==> src/rtl/keycode_move_ctrl.sv <==
// Keyboard-driven tile walker: decodes a registered HID keycode into
// facing/step commands and walks the player one tile per step, one
// pixel per frame_tick, with a one-cycle TURN for the map block check.
// Ports:
//   Clk, Reset          clock, async active-high reset
//   keycode[7:0]        HID keycode (0x00 = none)
//   frame_tick          one-cycle per-frame strobe
//   blocked             map answer for target_x/target_y (same cycle)
//   pos_x/pos_y[9:0]    sprite position in pixels
//   target_x/y[9:0]     tile entered for the current facing
//   facing[1:0]         0=up 1=down 2=left 3=right
//   moving              high while a step is in progress
//   walk_frame          toggles at each half-step
//   action_pulse        one-cycle pulse on an Enter press
module keycode_move_ctrl #(
   parameter int TILE   = 16,
   parameter int X_MAX  = 624,
   parameter int Y_MAX  = 464,
   parameter int X_INIT = 320,
   parameter int Y_INIT = 240
) (
   input  logic       Clk,
   input  logic       Reset,
   input  logic [7:0] keycode,
   input  logic       frame_tick,
   input  logic       blocked,
   output logic [9:0] pos_x,
   output logic [9:0] pos_y,
   output logic [9:0] target_x,
   output logic [9:0] target_y,
   output logic [1:0] facing,
   output logic       moving,
   output logic       walk_frame,
   output logic       action_pulse
);

   localparam int CW = $clog2(TILE) + 1;

   localparam logic [7:0] KC_W   = 8'h1A;
   localparam logic [7:0] KC_S   = 8'h16;
   localparam logic [7:0] KC_A   = 8'h04;
   localparam logic [7:0] KC_D   = 8'h07;
   localparam logic [7:0] KC_ENT = 8'h28;

   localparam logic [10:0] TILE11 = 11'(TILE);
   localparam logic [10:0] XMAX11 = 11'(X_MAX);
   localparam logic [10:0] YMAX11 = 11'(Y_MAX);
   localparam logic [CW-1:0] HALF = CW'(TILE / 2);
   localparam logic [CW-1:0] FULL = CW'(TILE);

   typedef enum logic [1:0] {
      S_IDLE,
      S_TURN,
      S_MOVE
   } state_t;

   state_t        state_q, state_d;
   logic [7:0]    kc_q, kc_d;
   logic [9:0]    px_q, px_d;
   logic [9:0]    py_q, py_d;
   logic [1:0]    face_q, face_d;
   logic [1:0]    dir_q, dir_d;
   logic [CW-1:0] cnt_q, cnt_d;
   logic          wf_q, wf_d;
   logic          act_q, act_d;

   logic          cmd_vld;
   logic [1:0]    cmd_dir;
   logic [10:0]   tx, ty;
   logic          in_bounds;
   logic [CW-1:0] cnt_nx;

   always_comb begin
      cmd_vld = 1'b1;
      cmd_dir = 2'd0;
      case (kc_q)
         KC_W:    cmd_dir = 2'd0;
         KC_S:    cmd_dir = 2'd1;
         KC_A:    cmd_dir = 2'd2;
         KC_D:    cmd_dir = 2'd3;
         default: cmd_vld = 1'b0;
      endcase
   end

   // 11-bit target: a step below zero wraps far above any legal max,
   // so one unsigned compare per axis catches both edges.
   always_comb begin
      tx = {1'b0, px_q};
      ty = {1'b0, py_q};
      case (face_q)
         2'd0:    ty = ty - TILE11;
         2'd1:    ty = ty + TILE11;
         2'd2:    tx = tx - TILE11;
         default: tx = tx + TILE11;
      endcase
      in_bounds = (tx <= XMAX11) && (ty <= YMAX11);
   end

   assign kc_d   = keycode;
   assign act_d  = (keycode == KC_ENT) && (kc_q != KC_ENT);
   assign cnt_nx = cnt_q + 1'b1;

   always_comb begin
      state_d = state_q;
      px_d    = px_q;
      py_d    = py_q;
      face_d  = face_q;
      dir_d   = dir_q;
      cnt_d   = cnt_q;
      wf_d    = wf_q;
      case (state_q)
         S_IDLE: begin
            if (frame_tick && cmd_vld) begin
               face_d  = cmd_dir;
               state_d = S_TURN;
            end
         end
         // Ticks landing here are dropped on purpose.
         S_TURN: begin
            if (!blocked && in_bounds) begin
               dir_d   = face_q;
               cnt_d   = '0;
               state_d = S_MOVE;
            end else begin
               state_d = S_IDLE;
            end
         end
         S_MOVE: begin
            if (frame_tick) begin
               case (dir_q)
                  2'd0:    py_d = py_q - 10'd1;
                  2'd1:    py_d = py_q + 10'd1;
                  2'd2:    px_d = px_q - 10'd1;
                  default: px_d = px_q + 10'd1;
               endcase
               cnt_d = cnt_nx;
               if (cnt_nx == HALF || cnt_nx == FULL) begin
                  wf_d = ~wf_q;
               end
               if (cnt_nx == FULL) begin
                  state_d = S_IDLE;
               end
            end
         end
         default: state_d = S_IDLE;
      endcase
   end

   always_ff @(posedge Clk or posedge Reset) begin
      if (Reset) begin
         state_q <= S_IDLE;
         kc_q    <= 8'h00;
         px_q    <= 10'(X_INIT);
         py_q    <= 10'(Y_INIT);
         face_q  <= 2'd1;
         dir_q   <= 2'd1;
         cnt_q   <= '0;
         wf_q    <= 1'b0;
         act_q   <= 1'b0;
      end else begin
         state_q <= state_d;
         kc_q    <= kc_d;
         px_q    <= px_d;
         py_q    <= py_d;
         face_q  <= face_d;
         dir_q   <= dir_d;
         cnt_q   <= cnt_d;
         wf_q    <= wf_d;
         act_q   <= act_d;
      end
   end

   assign pos_x        = px_q;
   assign pos_y        = py_q;
   assign target_x     = tx[9:0];
   assign target_y     = ty[9:0];
   assign facing       = face_q;
   assign moving       = (state_q == S_MOVE);
   assign walk_frame   = wf_q;
   assign action_pulse = act_q;

endmodule

==> config.mk <==
export PLATFORM = sky130hd
export DESIGN_NAME = keycode_move_ctrl
export DESIGN_NICKNAME = d
export VERILOG_FILES = /design/src/rtl/keycode_move_ctrl.sv
export SDC_FILE = /design/constraint.sdc
export NUM_CORES = 1
export LEC_CHECK = 0
export CORE_ASPECT_RATIO = 1.75
export CORE_MARGIN = 1
export CORE_UTILIZATION = 45
export CTS_BUF_LIST = sky130_fd_sc_hd__clkbuf_8
export DETAILED_ROUTE_END_ITERATION = 12
export PLACE_DENSITY = 0.7
export SETUP_SLACK_MARGIN = 0.4
export SYNTH_ARGS = -nofsm -noshare
export SYNTH_HDL_FRONTEND = slang
export SYNTH_SLANG_ARGS = --single-unit
==> constraint.sdc <==
create_clock -name Clk -period 4.55 [get_ports Clk]
set_input_delay 0.6825 -clock Clk [delete_from_list [all_inputs] [get_ports Clk]]
set_output_delay 0.6825 -clock Clk [all_outputs]
set_load 0.05 [all_outputs]
## Yosys cells after proc, flatten, opt, wreduce, memory -nomap -nowiden

Cells that the tools add are included.

| word-level totals | value |
|---|---|
| register bits | 41 |
| bits in latches | 0 |
| memory bits (writable) | 0 |
| ROM bits | 0 |
| bits of input ports | 12 |
| output and inout bits | 45 |
| word-level logic and storage cells | 75 |
| memories | 0 |

| operators by class | value |
|---|---|
| $add $sub $neg | 9 |
| $mul | 0 |
| divide/modulo/power cells | 0 |
| order comparisons | 2 |
| equality and inequality tests | 18 |
| shifts and indexed selects | 0 |
| mux-type cells | 14 |
| bitwise logic cells | 2 |
| reduce and logical (&&, ||, !) cells | 21 |

Operator list:

| operator | count |
|---|---|
| case mux 11 bit (2 select lines) | 2 |
| case mux 10 bit (2 select lines) | 2 |
| adder 10 x 5 -> 11 bit, second input constant | 2 |
| subtractor 10 x 5 -> 11 bit, second input constant | 2 |
| adder 10 x 1 -> 10 bit, second input constant | 2 |
| subtractor 10 x 1 -> 10 bit, second input constant | 2 |
| equality test 8 x 3 -> 1 bit, second input constant | 2 |
| equality test 8 x 5 -> 1 bit, second input constant | 2 |
| AND reduction 3 bit | 5 |
| case mux 2 bit (3 select lines) | 2 |
| <= comparator 11 x 10 -> 1 bit, second input constant | 1 |
| <= comparator 11 x 9 -> 1 bit, second input constant | 1 |
| 2-to-1 mux 5 bit | 2 |
| case mux 5 bit (2 select lines) | 1 |
| equality test 8 x 6 -> 1 bit, second input constant | 1 |
| 2-to-1 mux 2 bit | 4 |
| != test 8 x 6 -> 1 bit, second input constant | 1 |
| equality test 2 x 1 -> 1 bit, second input constant | 3 |
| equality test 2 bit, second input constant | 3 |
| logical NOT 2 bit | 3 |
| != test 2 bit, second input constant | 3 |
| adder 5 x 1 -> 5 bit, second input constant | 1 |
| equality test 5 x 4 -> 1 bit, second input constant | 1 |
| equality test 5 bit, second input constant | 1 |
| other kinds (10) | 17 |

## Depth between registers and ports, before layout

Gate-level depths: netlist of the first run.

| depth | value |
|---|---|
| depth after elaboration | 8 |
| depth in mapped cells | 13 |
| depth with buffers taken out | 11 |

## Least setup slack after synthesis of the first run

OpenSTA, ideal clock, no wires.

| timing | value |
|---|---|
| kind | reg2reg |
| start point | reg face_q[1] (netlist: facing[1]) |
| end point | reg cnt_q[2] |
| data arrival time | 3.914 ns |
| path slack | 0.563 ns |
| cell stages (with the launch flop) | 14 |
| clock period less this slack | 3.987 ns |
| cell sequence | dfrtp_1 > buf_6 > inv_2 > nand2_1 > ha_1 > a211oi_1 > o21ai_0 > xnor2_1 > o21ai_0 > a221oi_1 > and4bb_1 > buf_6 > or3_1 > nand3_1 |

| between the ends | value |
|---|---|
| elaborated cells on any way between the ends | 12 |
| classes of those cells | 2 x order compare; 3 x eq/ne; 2 x mux; 5 x reduce/logical |

RTL lines:

| item | RTL line | RTL |
|---|---|---|
| from (decl) | 61 | `logic [1:0] face_q, face_d;` |
| from (signal assigned) | 155 | `face_q <= 2'd1;` |
| from (signal assigned) | 165 | `face_q <= face_d;` |
| equality test 2 x 1 -> 1 bit or logical NOT 2 bit (tied branches) | 90 | `case (face_q)` |
| case mux 11 bit (2 select lines) (*) | 90 |  |
| net target_y[9] | 30 | `output logic [9:0] target_y,` |
| <= comparator 11 x 9 -> 1 bit (*) | 96 | `in_bounds = (tx <= XMAX11) && (ty <= YMAX11);` |
| logical AND 1 bit (*) | 96 |  |
| logical AND 1 bit (*) | 120 | `if (!blocked && in_bounds) begin` |
| != test 2 bit (no line) (*) | - |  |
| AND reduction 3 bit (no line) (*) | - |  |
| to (signal assigned) | 167 | `cnt_q <= cnt_d;` |
| to (decl) | 63 | `logic [CW-1:0] cnt_q, cnt_d;` |

The timed path passes the listed nets; every way through them passes the cells marked *.
A chain may end at the register's enable or synchronous reset.

## Final worst setup path of the first run

| timing | value |
|---|---|
| start point | reg face_q[0] (netlist: facing[0]) |
| end point | out target_y[9] |

| between the ends | value |
|---|---|
| cells in the longest elaborated chain, start to end | 2 |
| elaborated cells on any way between the ends | 3 |
| classes of those cells | 1 x eq/ne; 1 x mux; 1 x reduce/logical |

Ends and longest elaborated chain:

| item | RTL line |
|---|---|
| equality test 2 x 1 -> 1 bit or logical NOT 2 bit (tied branches) | 90 |
| case mux 11 bit (2 select lines) (*) | 90 |
| to (decl) | 30 |

Every way passes the cells marked *; elsewhere a longest branch is shown, timed or not.

==> key figures, run 1 <==
Run status
  – Status: complete, no violations

GRT
  – Met3 Track Usage GR: ~3.8%
  – Initial antenna violation count: 0
  – Pin count of the biggest net entering global routing: 42
  – Gr usage total: about a fifth
  – Vias in the first global route: between 2,000 and 2,500
  – GR peak layer: met2
  – Global-route wire length before repair: between 10,000 and 15,000 um
  – Grt ovf: 0
  – Met1 Usage GRT: between 20 and 25%
  – Met2 GRT Util: a little under two fifths

Logic synthesis
  – Synth Warn #: 0
  – Synth Cell Area: roughly 3100 um2
  – Netlist cell types: a little under 60
  – Synthesis-stage register bit count: 41
  – Post-synth top cells: nand2_1 (36), dfrtp_1 (33), ha_1 (26), o21ai_0 (26), xnor2_1 (21)
  – Synth Flop Type: dfrtp_1
  – Post-Synthesis Net Count: between 300 and 400
  – Asr flop ratio synth: 100%
  – Sequential element share of the synthesized area: ~34%
  – Post-synthesis instance total: approximately 330
  – Synth top area share: ~27%
  – Most frequent cell after synthesis: nand2_1
  – EDFF count, synth: 0
  – Area contributors post-synth: dfrtp_1 (27%), ha_1 (11%), dfstp_2 (6.8%), xnor2_1 (6.0%), nand2_1 (4.4%)
  – Leading area contributor after synthesis: dfrtp_1
  – Syn_area_per_cell: ~9.4 um2

Cells and area
  – Filler instances: about 610
  – Area grow syn2layout: 20.5%
  – Share of cells above drive strength 1: around 8.8%
  – Post-layout nets: about 420
  – Diodes inserted: 0

Route
  – DR WL/cell: between 10 and 15 um
  – Vias/cell: roughly 5.5
  – 1st-pass router iterations: 4
  – Final WL: approximately 6500 um
  – Routed Antenna Nets: 0
  – Via count: 2,532
  – Detailed Route Iter0 Violations: 57
  – DRC Markers: 0

Timing
  – Setup Viol. Count Final: 0
  – Rel. slew slack: between 50 and 60%
  – Crit path time final: slightly below 4 ns
  – Max Transition Viols Final: 0
  – RSZ-0062 raised after global routing: false
  – Final hold violation count: 0
  – Worst Skew: about 0.0029 ns
  – Total Negative Setup Slacks: 0 ns
  – Top achievable clock speed: about 0.26 GHz
  – Worst slew pin tran: 0.613 ns
  – Setup ws final: 0.683 ns
  – Final period util: roughly 85%

Die
  – Die ar.: 7190 um2
  – # rows: 39
  – Effective utilization at floorplan: approximately 47%
  – DIE HEIGHT: about 110 um
  – Die width: about 65 um
  – Core area: around 6600 um2
  – # IOs: 57

Worst setup path
  – Setup crit end kind: output pin
  – Critical path class: reg -> out
  – Crit path DAT: roughly 3.2 ns
  – Max Fanout on Critical Path: 13
  – Startpoint Class: register
  – Worst Path Required: approximately 3.9 ns

Clocking
  – Clock Path Buffers: 2
  – CTS tree: done
  – CTS root buffer: clkbuf_8
  – Reg clk slew, reported paths: 0.08 ns
  – CTS buffer count: 5
  – Post_cts resized: 0
  – CTS H-tree depth: 2
  – Setup Buffers After CTS: 0
  – # hold bufs at CTS: 0
  – Clock sinks: 41
  – Skew-Pair Late Insertion Delay: ~0.3 ns

Power and ir drop
  – Leak Pwr: between 1.5 and 2 nW
  – Power, Total: roughly 2.5 mW
  – Pwr dens: roughly 670 nW/um2
  – Worst VDD drop: between 0.3 and 0.4 mV

Min path
  – HP Class: reg -> reg

Placed design
  – RD Place Congestion: 0.882
  – DPL Wire Length: 4930 um
  – IO buf count: 56
  – Post-place setup slack: ~1.0 ns

Job
  – Max_cap viols: 0
==> final timing paths <==
kind | start | end | slack [ns] | cells after the start
max | facing[0] | target_y[9] | 0.68 | 7
min in group asynchronous | Reset | action_pulse | 0.81 | 3
min | walk_frame | walk_frame | 0.49 | 1
max reg2reg | facing[0] | dir_q[1] | 1.49 | 9
max in group asynchronous | Reset | dir_q[0] | 3.38 | 3
min reg2reg | walk_frame | walk_frame | 0.49 | 1
==> report_power, final <==
part	switching, mW	internal, mW	total (mW)
registers	0.132	0.459	0.591
clock network	0.141	0.109	0.250
logic	0.987	0.655	1.64
==> layout make-up <==
type	instances	area [um2]	area share, %
inverters	12	45.0	1.21
multi-input cells	257	1860	50.2
well taps	82	103	2.77
repair buffers	58	576	15.5
clock inverters	3	21.3	0.573
clock buffers	5	68.8	1.85
flip-flops and latches	41	1040	27.9
==> cells by family after synthesis <==
group           count (synthesis)  share of synthesized area (%)
compound gates                 78                           15.7
xor+xnor                       37                           10.8
fa+ha+maj                      29                           12.5
buf+inv                        31                           5.93
flops                          41                           33.6
mux                             6                           2.32
simple gates                  107                           19.1
==> critical path, cell delays in order, from the launching register on <==
cell and delay (ns):
dfstp_2 0.67, nand2_1 0.26, ha_1 0.38, a211oi_1 0.22, o21ai_0 0.13, xnor2_1 0.13, o21ai_0 0.23, clkdlybuf4s50_1 0.86
==> flip-flops by register name (all words and copies together), names as in the netlist <==
name and cells:
cnt_q 5, dir_q 2, pos_y 10, walk_frame 1
kc_q 8, action_pulse 1, pos_x 10, facing 2
state_q 2
==> metrics by stage <==
| stage | hold WS [ns] | utilization, % | instance area, um2 | std cells |
|---|---|---|---|---|
| global placement | 0.474 | 54.9 | 3620 | 450 |
| global route | 0.523 | 56.3 | 3710 | 458 |
| floorplan | 0.494 | - | 3080 | 329 |
| CTS | 0.489 | 56.3 | 3710 | 458 |
| detailed placement | 0.477 | 54.9 | 3620 | 450 |
| finish | 0.486 | 56.3 | 3710 | 458 |
==> metal layers <==
layer	vias to the layer above	wire [um]	share of wire (%)
li1	1247	-	-
met1	1220	2590	40
met2	54	3560	55
met3	11	205	3.2
met4	0	136	2.1
met5	-	0	0
==> cell usage in the layout, fill, tap and decap left out, types with 3 or more instances in the layout <==
| master | synthesis | routed |
|---|---|---|
| or3_1 | 3 | 3 |
| a221oi_1 | 3 | 3 |
| nor3_1 | 5 | 5 |
| dfrtp_1 | 33 | 33 |
| nand3_1 | 8 | 8 |
| a21oi_1 | 17 | 17 |
| fa_1 | 3 | 3 |
| o21ai_0 | 26 | 26 |
| a21o_1 | 10 | 10 |
| clkdlybuf4s50_1 | 0 | 56 |
| inv_1 | 11 | 11 |
| xnor2_1 | 21 | 21 |
| nand2b_1 | 7 | 7 |
| nand4_1 | 4 | 4 |
| nor2_1 | 13 | 13 |
| mux2_2 | 5 | 5 |
| nor2b_1 | 4 | 4 |
| nor4b_1 | 3 | 3 |
| clkbuf_8 | 0 | 5 |
| and3_1 | 4 | 4 |
| ha_1 | 26 | 26 |
| dfstp_2 | 8 | 8 |
| xor2_1 | 15 | 15 |
| a31oi_1 | 3 | 3 |
| nand2_1 | 36 | 36 |
No activity file was read; power rests on OpenSTA's default activity.
==> run 2, diff against run 1 <==
- clock period: 4.55 -> 4 ns (I/O delays scaled with it)
==> key figures, run 2 (synthesized netlist as in run 1, its figures left out) <==
Cells and area
  – Diodes inserted: 0 (unchanged)
  – Sequential cell area: 1040 um2 (unchanged)
  – Share of cells above drive strength 1: 9.04% (+0.27 points)
  – Post-layout nets: 416 (unchanged)
  – Filler instances: 614 (+0.16%)
  – Area grow syn2layout: 20.6% (about the same)
  – Most frequent cells in the layout: clkdlybuf4s50_1 (52), nand2_1 (36), dfrtp_1 (33)
  – Commonest non-fill, non-tap cell in the layout: clkdlybuf4s50_1
  – Area of the multi-input gates: 1860 um2 (unchanged)
  – Fin util: 56.4% (about the same)

Clocking
  – CTS buffer count: 5 (unchanged)
  – Clock Path Buffers: 2 (unchanged)
  – Clock sinks: 41 (unchanged)
  – CTS root buffer: clkbuf_8
  – CTS H-tree depth: 2 (unchanged)
  – CTS tree: done
  – Skew-Pair Late Insertion Delay: 0.31 ns (about the same)
  – Reg clk slew, reported paths: 0.09 ns (about the same)
  – # hold bufs at CTS: 0 (unchanged)

Power and ir drop
  – Power, Total: 2.84 mW (+14%)
  – Leak Pwr: 1.66 nW (+2.1%)
  – Pwr dens: 764 nW/um2 (+14%)
  – Worst VDD drop: 0.290 mV (-13%)

Timing
  – Rel. slew slack: 58.3% (-0.67 points)
  – RSZ-0062 raised after global routing: false
  – Max Transition Viols Final: 0 (unchanged)
  – Setup ws final: 0.528 ns (-0.155 ns)
  – Total Negative Setup Slacks: 0 ns (unchanged)
  – Final period util: just under 90%
  – Worst slew pin tran: 0.623 ns (+0.0100 ns)
  – Final hold violation count: 0 (unchanged)
  – Worst Skew: 0.00888 ns (+0.00596 ns)
  – Crit path time final: about 3.5 ns
  – Top achievable clock speed: 0.288 GHz
  – Setup Viol. Count Final: 0 (unchanged)

Min path
  – HP Class: reg -> reg
  – Cell count of the worst hold path: 1 (unchanged)

Route
  – Final WL: 6620 um (+1.9%)
  – Via count: 2,480 (-2.1%)
  – Routed Antenna Nets: 0 (unchanged)
  – Vias/cell: 5.41 (-2.1%)
  – DR WL/cell: 14.4 um (+1.9%)
  – DRC Markers: 0 (unchanged)
  – Detailed Route Iter0 Violations: 102 (+79%)
  – 1st-pass router iterations: 4 (unchanged)

Worst setup path
  – Crit path DAT: 2.87 ns (-0.31 ns)
  – Setup crit end kind: output pin
  – Max Fanout on Critical Path: 13 (unchanged)
  – Startpoint Class: register
  – Worst Path Required: 3.40 ns (-0.47 ns)
  – Critical path class: reg -> out
  – Worst Reg-to-Reg Cells: 9 (unchanged)

Die
  – # IOs: 57 (unchanged)
  – # rows: 39 (unchanged)
  – Core area: 6590 um2 (unchanged)
  – Die width: 64.5 um (unchanged)
  – Effective utilization at floorplan: 46.7% (unchanged)
  – Die ar.: 7190 um2 (unchanged)
  – DIE HEIGHT: 111 um (unchanged)

GRT
  – Initial antenna violation count: 0 (unchanged)
  – Global-route wire length before repair: 11,400 um (+0.18%)
  – Pin count of the biggest net entering global routing: 42 (unchanged)
  – Grt ovf: 0 (unchanged)
  – Vias in the first global route: 2,438 (-2.0%)
  – Gr usage total: 20.2% (+0.072 points)

Placed design
  – DPL Wire Length: 5000 um (+1.5%)
  – RD Place Congestion: 0.842 (-4.5%)
  – IO buf count: 56 (unchanged)
  – Post-place setup slack: 0.728 ns (-0.314 ns)

Run status
  – Status: complete, no violations

Job
  – Max_cap viols: 0 (unchanged)
run 2: layout make-up:
class,instances,share of cell area (%)
Tap cell,82,2.76
Timing Repair Buffer,58,15.5
Inverter,12,1.21
Clock inverter,3,0.607
Clock buffer,5,1.85
Sequential cell,41,27.9
Multi-Input combinational cell,257,50.1
run 2: report_power, final:
| part | leakage, nW | internal [mW] | switching (mW) |
|---|---|---|---|
| Sequential | 0.506 | 0.522 | 0.149 |
| Clock | 0.0481 | 0.124 | 0.164 |
| Combinational | 1.11 | 0.740 | 1.14 |
| Total | 1.66 | 1.39 | 1.45 |
run 2: final timing paths:
check                      startpoint     endpoint  slack, ns
max in group asynchronous       Reset     pos_x[8]       2.91
max reg2reg                 facing[0]     dir_q[1]       0.90
max                         facing[0]  target_x[8]       0.53
min                        walk_frame   walk_frame       0.47
min in group asynchronous       Reset     cnt_q[3]       0.72
min reg2reg                walk_frame   walk_frame       0.47
run 2: timing repair:
item                                    4_1_cts  5_1_grt
pin swaps                                     0        0
setup buffers                                 0        0
resized for setup                             1        2
endpoints found under the setup margin        1        2
run 2: layer usage:
layer | GRT usage, % | up-vias | wire (um)
met5 | 0 | - | 0
met4 | 6.96 | 0 | 113
met3 | 3.79 | 8 | 220
met2 | 39.3 | 46 | 3700
met1 | 20.6 | 1184 | 2590
li1 | - | 1242 | -
run 2: stage by stage:
stage	area (um2)	std cells	hold WS, ns
2_1_floorplan	3080	329	0.494
5_1_grt	3710	458	0.527
3_3_place_gp	3620	450	0.468
4_1_cts	3710	458	0.483
3_5_place_dp	3620	450	0.471
6_report	3710	458	0.473
run 2: critical path, cell delays in order, from the launching register on:
cell             delay (ns)
dfstp_2                0.66
nand2b_4               0.17
xnor2_1                0.12
ha_1                   0.30
nand4_1                0.13
a2bb2oi_1              0.16
xor2_1                 0.16
inv_1                  0.06
clkdlybuf4s50_1        0.79
==> run 3, diff against run 2 <==
--- a/constraint.sdc
+++ b/constraint.sdc
@@ -3,2 +3,2 @@
 set_output_delay 0.6 -clock Clk [all_outputs]
-set_load 0.05 [all_outputs]
+set_load 0.01 [all_outputs]
==> key figures, run 3 (synthesized netlist as in run 1, its figures left out) <==
Timing
  – Worst Skew: 0.00954 ns (+0.000658 ns)
  – Max Transition Viols Final: 0 (unchanged)
  – RSZ-0062 raised after global routing: false
  – Worst slew pin tran: 0.937 ns (+0.314 ns)
  – Total Negative Setup Slacks: 0 ns (unchanged)
  – Crit path time final: 3.36 ns (-0.111 ns)
  – Setup Viol. Count Final: 0 (unchanged)
  – Rel. slew slack: 37.5% (-21 points)
  – Final period util: 84.0% (-2.8 points)
  – Top achievable clock speed: 0.297 GHz (+3.3%)
  – Final hold violation count: 0 (unchanged)

Cells and area
  – Share of cells above drive strength 1: 9.74% (+0.69 points)
  – Commonest non-fill, non-tap cell in the layout: clkdlybuf4s50_1
  – Area of the multi-input gates: 1860 um2 (+0.13%)
  – Most frequent cells in the layout: clkdlybuf4s50_1 (56), nand2_1 (35), dfrtp_1 (33)
  – Sequential cell area: 1040 um2 (unchanged)
  – Area grow syn2layout: 22.2%
  – Filler instances: 592 (-3.6%)
  – Diodes inserted: 0 (unchanged)
  – Fin util: 57.1% (+0.78 points)
  – Post-layout nets: 420 (+0.96%)

Power and ir drop
  – Pwr dens: 647 nW/um2 (-15%)
  – Leak Pwr: 1.66 nW (about the same)
  – Int Power: 1.47 mW (+6.0%)
  – Net Sw Power: 0.967 mW (-33%)
  – Net Sw Frac: 39.7% (-11 points)
  – Clock share of power: 13.8% (+3.6 points)
  – Reg power frac: 27.6% (+3.9 points)
  – Worst VDD drop: 0.272 mV (-6.4%)
  – Logic gate share of total power: 58.7% (-7.5 points)

Worst setup path
  – Crit path DAT: 2.76 ns (-0.11 ns)
  – CP startpoint: facing[0]
  – Critical path class: reg -> out
  – Worst Path Required: 3.40 ns (about the same)
  – R2r startpoint: facing[0]
  – Startpoint Class: register
  – Setup crit end kind: output pin
  – Max Fanout on Critical Path: 9 (-4)

Min path
  – HP Class: reg -> reg
  – Hold Crit Start: walk_frame

GRT
  – Pin count of the biggest net entering global routing: 25 (-40%)
  – Initial antenna violation count: 0 (unchanged)
  – Grt ovf: 0 (unchanged)
  – Global-route wire length before repair: 11,400 um (-0.79%)
  – Gr usage total: 20.1% (-0.089 points)
  – Vias in the first global route: 2,471 (+1.4%)

Route
  – 1st-pass router iterations: 4 (unchanged)
  – Via count: 2,553 (+2.9%)
  – DRC Markers: 0 (unchanged)
  – DR WL/cell: 14.9 um (+3.3%)
  – Final WL: 6890 um (+4.2%)
  – Detailed Route Iter0 Violations: 125 (+23%)
  – Vias/cell: 5.53 (+2.1%)
  – Routed Antenna Nets: 0 (unchanged)

Clocking
  – Clock Path Buffers: 2 (unchanged)
  – Clock sinks: 41 (unchanged)
  – CTS root buffer: clkbuf_8
  – CTS buffer count: 5 (unchanged)
  – CTS tree: done
  – Reg clk slew, reported paths: 0.09 ns (about the same)
  – CTS H-tree depth: 2 (unchanged)
  – Skew-Pair Late Insertion Delay: 0.30 ns (about the same)
  – # hold bufs at CTS: 0 (unchanged)

Job
  – Max_cap viols: 0 (unchanged)

Run status
  – Status: complete, no violations

Die
  – Die width: 64.5 um (unchanged)
  – Effective utilization at floorplan: 46.7% (unchanged)
  – Die ar.: 7190 um2 (unchanged)
  – # rows: 39 (unchanged)
  – # IOs: 57 (unchanged)
  – DIE HEIGHT: 111 um (unchanged)
  – Core area: 6590 um2 (unchanged)

Placed design
  – RD Place Congestion: 0.826 (-1.9%)
  – DPL Wire Length: 5150 um (+3.0%)
  – IO buf count: 56 (unchanged)
-- run 3: worst max-delay path, stage by stage (launching register included) --
cell	delay, ns
dfstp_2	0.63
nand2_2	0.17
ha_1	0.33
a211oi_1	0.21
o21ai_0	0.15
xnor2_1	0.16
o21ai_0	0.24
clkdlybuf4s50_1	0.58
-- run 3: power by group through the flow --
stage          clock network, mW  logic (mW)  registers (mW)
2_1_floorplan                  0       0.942           0.670
3_3_place_gp                   0        1.37           0.677
3_5_place_dp                   0        1.41           0.681
4_1_cts                    0.342        1.42           0.674
5_1_grt                    0.365        1.58           0.690
6_report                   0.335        1.43           0.671
-- run 3: cell type report --
type | count | area share (%)
multi-input combinational | 257 | 49.5
inverter | 12 | 1.20
clock inverter | 3 | 1.13
clock buffer | 5 | 1.83
tap | 82 | 2.73
sequential | 41 | 27.5
timing repair buffer | 62 | 16.1
-- run 3: final timing paths --
kind	slack [ns]	cells after the start	to
min	0.48	1	walk_frame
max in group asynchronous	2.33	3	pos_x[8]
min reg2reg	0.48	1	walk_frame
min in group asynchronous	0.80	2	cnt_q[2]
max reg2reg	0.89	10	dir_q[1]
max	0.64	7	target_y[9]
-- run 3: through the flow --
stage / setup slack, ns / power [mW] / area [um2] / cells / hold WS (ns)
2_1_floorplan: 1.17 / 1.61 / 3080 / 329 / 0.494
3_3_place_gp: 0.895 / 2.05 / 3620 / 450 / 0.469
3_5_place_dp: 0.824 / 2.09 / 3620 / 450 / 0.476
4_1_cts: 0.473 / 2.43 / 3730 / 458 / 0.488
5_1_grt: 0.446 / 2.64 / 3760 / 462 / 0.514
6_report: 0.638 / 2.44 / 3760 / 462 / 0.484
-- run 3: what timing repair did --
action                     4_1_cts  5_1_grt
resized for setup                0        1
setup endpoints to repair        0        2
setup buffers                    0        4
-- run 3: per-layer routing --
| layer | track usage, % | up-vias | share of wire [%] |
|---|---|---|---|
| met1 | 21.6 | 1222 | 40 |
| met5 | 0 | - | 0 |
| met2 | 37.5 | 62 | 55 |
| met3 | 3.48 | 12 | 3.7 |
| met4 | 8.15 | 0 | 2.0 |
| li1 | - | 1257 | - |
